**src/rtl/riscv_alu.sv**
```systemverilog
// riscv_alu: registered RV32 integer ALU, one-cycle latency, full throughput.
// Optional macro ALU_SLT_EN: opcode 011 performs signed set-less-than.
module riscv_alu #(
    parameter int WIDTH   = 32,
    parameter int SHAMT_W = 5
) (
    input  logic             clk,
    input  logic             rst,
    input  logic [WIDTH-1:0] A,
    input  logic [WIDTH-1:0] B,
    input  logic [2:0]       ALUControl,
    input  logic             in_valid,
    output logic [WIDTH-1:0] ALUResult,
    output logic             Zero,
    output logic             signFlag,
    output logic             out_valid
);

    logic [WIDTH-1:0]   res_c;
    logic [SHAMT_W-1:0] shamt;
    logic [WIDTH-1:0]   res_d, res_q;
    logic               zero_d, zero_q;
    logic               sign_d, sign_q;
    logic               valid_d, valid_q;

    assign shamt = B[SHAMT_W-1:0];

    // Combinational operation select; unknown or unused codes yield zero.
    always_comb begin
        res_c = '0;
        case (ALUControl)
            3'b000: res_c = A + B;
            3'b001: res_c = A << shamt;
            3'b010: res_c = A - B;
`ifdef ALU_SLT_EN
            3'b011: res_c = {{(WIDTH-1){1'b0}},
                             ($signed(A) < $signed(B))};
`else
            3'b011: res_c = '0;
`endif
            3'b100: res_c = A ^ B;
            3'b101: res_c = A >> shamt;
            3'b110: res_c = A | B;
            3'b111: res_c = A & B;
            default: res_c = '0;
        endcase
    end

    // Next state: load result and flags on a valid input, otherwise hold.
    always_comb begin
        res_d   = res_q;
        zero_d  = zero_q;
        sign_d  = sign_q;
        valid_d = 1'b0;
        if (in_valid) begin
            res_d   = res_c;
            zero_d  = ~|res_c;
            sign_d  = res_c[WIDTH-1];
            valid_d = 1'b1;
        end
    end

    // Output registers with synchronous reset that discards any pending input.
    always_ff @(posedge clk) begin
        if (rst) begin
            res_q   <= '0;
            zero_q  <= 1'b1;
            sign_q  <= 1'b0;
            valid_q <= 1'b0;
        end else begin
            res_q   <= res_d;
            zero_q  <= zero_d;
            sign_q  <= sign_d;
            valid_q <= valid_d;
        end
    end

    assign ALUResult = res_q;
    assign Zero      = zero_q;
    assign signFlag  = sign_q;
    assign out_valid = valid_q;

endmodule

```
**config.mk**
```make
export PLATFORM = sky130hd
export DESIGN_NAME = riscv_alu
export DESIGN_NICKNAME = d
export VERILOG_FILES = /design/src/rtl/riscv_alu.sv
export SDC_FILE = /design/constraint.sdc
export NUM_CORES = 1
export LEC_CHECK = 0
export BUFFER_PORTS_ARGS = -buffer_cell sky130_fd_sc_hd__buf_2
export CAP_MARGIN = 20
export CORE_MARGIN = 4
export CORE_UTILIZATION = 40
export CTS_BUF_LIST = sky130_fd_sc_hd__clkbuf_16
export DETAILED_ROUTE_END_ITERATION = 8
export PLACE_DENSITY_LB_ADDON = 0.08
export SYNTH_ARGS = -nofsm -noshare
export SYNTH_HDL_FRONTEND = slang
export SYNTH_SLANG_ARGS = --single-unit
```
**constraint.sdc**
```tcl
create_clock -name clk -period 5.3 [get_ports clk]
set_clock_uncertainty 0.05 [all_clocks]
set_input_delay 0.795 -clock clk [delete_from_list [all_inputs] [get_ports clk]]
set_output_delay 0.795 -clock clk [all_outputs]
set_load 0.02 [all_outputs]
```
==> flow_metrics.tcl <==
set metrics [dict create \
    dr.first_iter.drc_count 1140 \
    end_kind "flop" \
    required_ps 5410 \
    setup_viol 0 \
    grt_max_degree 74 \
    ys_ff_latch 34 \
    hp-class "reg -> reg" \
    synth.area.top_cells "ha_1 13%, mux4_2 7.4%, dfxtp_1 7.2%, mux2i_1 5.7%, nor2_1 4.9%" \
    overflow 0 \
    cp_top_family "simple AND/OR/NAND/NOR gates" \
    crit_buf_inv 4 \
    worst_pin_slew_ps 922 \
    cts_buffer_depth 2 \
    die-area_mm2 0.0260 \
    fin_crit_sh_pct 96.0 \
    switching_share_pct 48.0 \
    antenna_found_initial 0 \
    htreeDepth 2 \
    drive_above_1_share_pct 25.4 \
    clkTransAtPathRegs_ps 50 \
    post_drt_wl_per_cell_um 24.0 \
    io_buffers 104 \
    switchingPower_mw 0.910 \
    max_cap_viol_count 0 \
    critPathKind "in -> reg" \
    synth_top_cell_area_share_pct 12.9 \
    antenna_cells 0 \
    cts_buffers 5 \
    routed_wl_mm 42.7 \
    syn_inst 1286 \
    synth_area_leader_cell "ha_1" \
    row_count 55 \
    pwr-share-seq_pct 15.2 \
    grt.total_usage_pct 31.4 \
    syn_nets 1454 \
    grt_pass1_vias 10114 \
    synth_edf_count 0 \
    cpPeakStageDelay_ps 410 \
    cp_slowest_cell "a2111o_1" \
    ys_types 96 \
    root_buffer "clkbuf_16" \
    hold_viol 0 \
    synth_area_per_cell_um2 7.32 \
    dpl.cell_count 1771 \
    clock_sinks 34 \
    grt_pass1_wl_mm 63.2 \
    timing.final.ws_setup_ps 209 \
    rsz0062_at_grt "false" \
    antenna_left 0 \
    drv_slew 0 \
    dp_slack_ps -330 \
    cts_tree "yes" \
    peakVddDrop_v 0.000176 \
    fp.coreArea_mm2 0.0229 \
    critPathLaunchType "input port" \
    via_per_inst 6.13 \
    synthFlopType "dfxtp_1" \
    die_w_um 161 \
    min_period_ps 5090 \
    drt_pass1_iterations 6 \
    via_count 10911 \
    clock_latency_ps 280 \
    area_delta_synth_final_pct 20.8 \
    max_freq_mhz 196 \
    drc_errors 0 \
    p_leak_nw 5.13 \
    max-slew-margin-rel_pct 38.5 \
    io_pins 105 \
    syn_area_mm2 0.00941 \
    power-per-cell-area_mw_per_mm2 167 \
    layout.cells.non_filler 1779 \
    clockPowerShare_pct 14.1 \
    status "finished clean" \
    power_frac_comb_pct 70.7 \
    final_common_cell "buf_4" \
    fp.dieH_um 161 \
    final_cell_area_mm2 0.0114 \
    placed_cell_area_mm2 0.0111 \
    critPathArrivalTime_ps 5200 \
    initial_core_util_pct 41.1 \
    layout_common_cells "167 x buf_4, 123 x nor2_1, 112 x nand2_1" \
    gp_congestion 1.03 \
    post_cts_buffers 0 \
    intPower_mw 0.987 \
    yosysWarnings 0 \
    synthArstFlopShare_pct 0 \
    nets 1633 \
    seq_area_frac_synth_pct 7.23 \
    path_cells "buf_2 -> or3_4 -> or3_4 -> buf_4 -> or3_4 -> o41ai_2 -> xnor2_1 -> ha_1 -> buf_4 -> o21a_1 -> nor2_1 -> nor3_1 -> o2111ai_1 -> a21oi_1 -> buf_4 -> a211oi_4 -> nand2b_1 -> a2111o_1 -> and3_4 -> and4_1 -> a311o_1" \
    path_max_fanout 7 \
    dp_hpwl_mm 34.5 \
    cts_hold_buf 0 \
]
layer usage:
layer	part of all wire [%]	up-vias	track usage [%]
met5	0	-	0
li1	-	5136	-
met2	43	519	47.5
met1	44	5183	44.3
met4	3.0	0	8.65
met3	10	73	7.86
cells in the mapped netlist (5+ instances only):
cell	number
o211ai_1	19
a21oi_1	86
a211oi_1	53
mux2i_1	54
buf_2	24
xor2_1	9
o21a_1	6
nand3_1	39
buf_1	15
buf_4	5
mux2_4	5
o31ai_1	10
or3_1	5
nand4_1	10
ha_1	97
nand2_1	112
nor2_1	124
clkbuf_1	49
inv_1	88
a31oi_1	16
buf_6	5
and2_1	14
mux2_2	19
nand2b_1	18
mux4_2	31
a2111oi_0	5
o221ai_1	5
dfxtp_1	34
a22oi_1	13
and3_1	11
nor4_1	6
a21o_1	13
and4_1	5
xnor2_1	36
nor3_1	27
nor2b_1	9
o21ai_0	85
o22ai_1	12
layout make-up:
class	instances	area (µm²)
fill	2372	11600
multi-input combinational	1065	8050
timing repair buffer	270	1770
sequential	34	681
tap	313	392
inverter	89	334
clock buffer	5	125
clock inverter	3	12.5
worst paths after layout:
check                 from  slack, ps       endpoint  cells after the start
max                   B[6]        210           Zero                     21
min          ALUResult[21]        430  ALUResult[21]                      2
max reg2reg           Zero       4390           Zero                      2
min reg2reg  ALUResult[21]        430  ALUResult[21]                      2
logic make-up (layout without fill, tap and decap cells):
| logic type | Yosys count | after routing | synth area share, % |
|---|---|---|---|
| and+or+nand+nor | 408 | 408 | 21.2 |
| AOI/OAI and AO/OA | 401 | 401 | 29.0 |
| buffers and inverters | 187 | 367 | 8.38 |
| muxes | 112 | 112 | 16.6 |
| adders and majority gates | 98 | 98 | 13.1 |
| xor gates and xnor gates | 46 | 46 | 4.48 |
| DFF | 34 | 34 | 7.23 |
tightest hold or removal path: stages (launching register included):
cell,delay [ps]
dfxtp_1,310
nand2b_1,70
a21oi_1,60
power groups by stage:
stage               Sequential [mW]  Combinational, mW  Clock (mW)
finish                        0.288               1.34       0.268
global route                  0.290               1.44       0.287
CTS                           0.288               1.30       0.278
detailed placement            0.293               1.29           0
global placement              0.293               1.29           0
floorplan                     0.321              0.715           0
through the flow:
stage | util (%) | power (mW) | setup TNS [ps] | hold WS, ps
CTS | 49.2 | 1.87 | 0 | 425
global route | 49.6 | 2.02 | 0 | 459
finish | 49.6 | 1.90 | 0 | 426
global placement | 48.6 | 1.59 | -447 | 419
detailed placement | 48.6 | 1.59 | -513 | 416
floorplan | - | 1.04 | 0 | 498
flip-flops by register name, indices dropped and copies added (netlist names):
name       flops
out_valid      1
ALUResult     32
Zero           1
repair_timing:
| action | 4_1_cts | 5_1_grt |
|---|---|---|
| resized for setup | 4 | 20 |
| pin swaps | 0 | 3 |
| endpoints found under the setup margin | 1 | 4 |
Note: power is estimated with default switching activity, not from simulation.
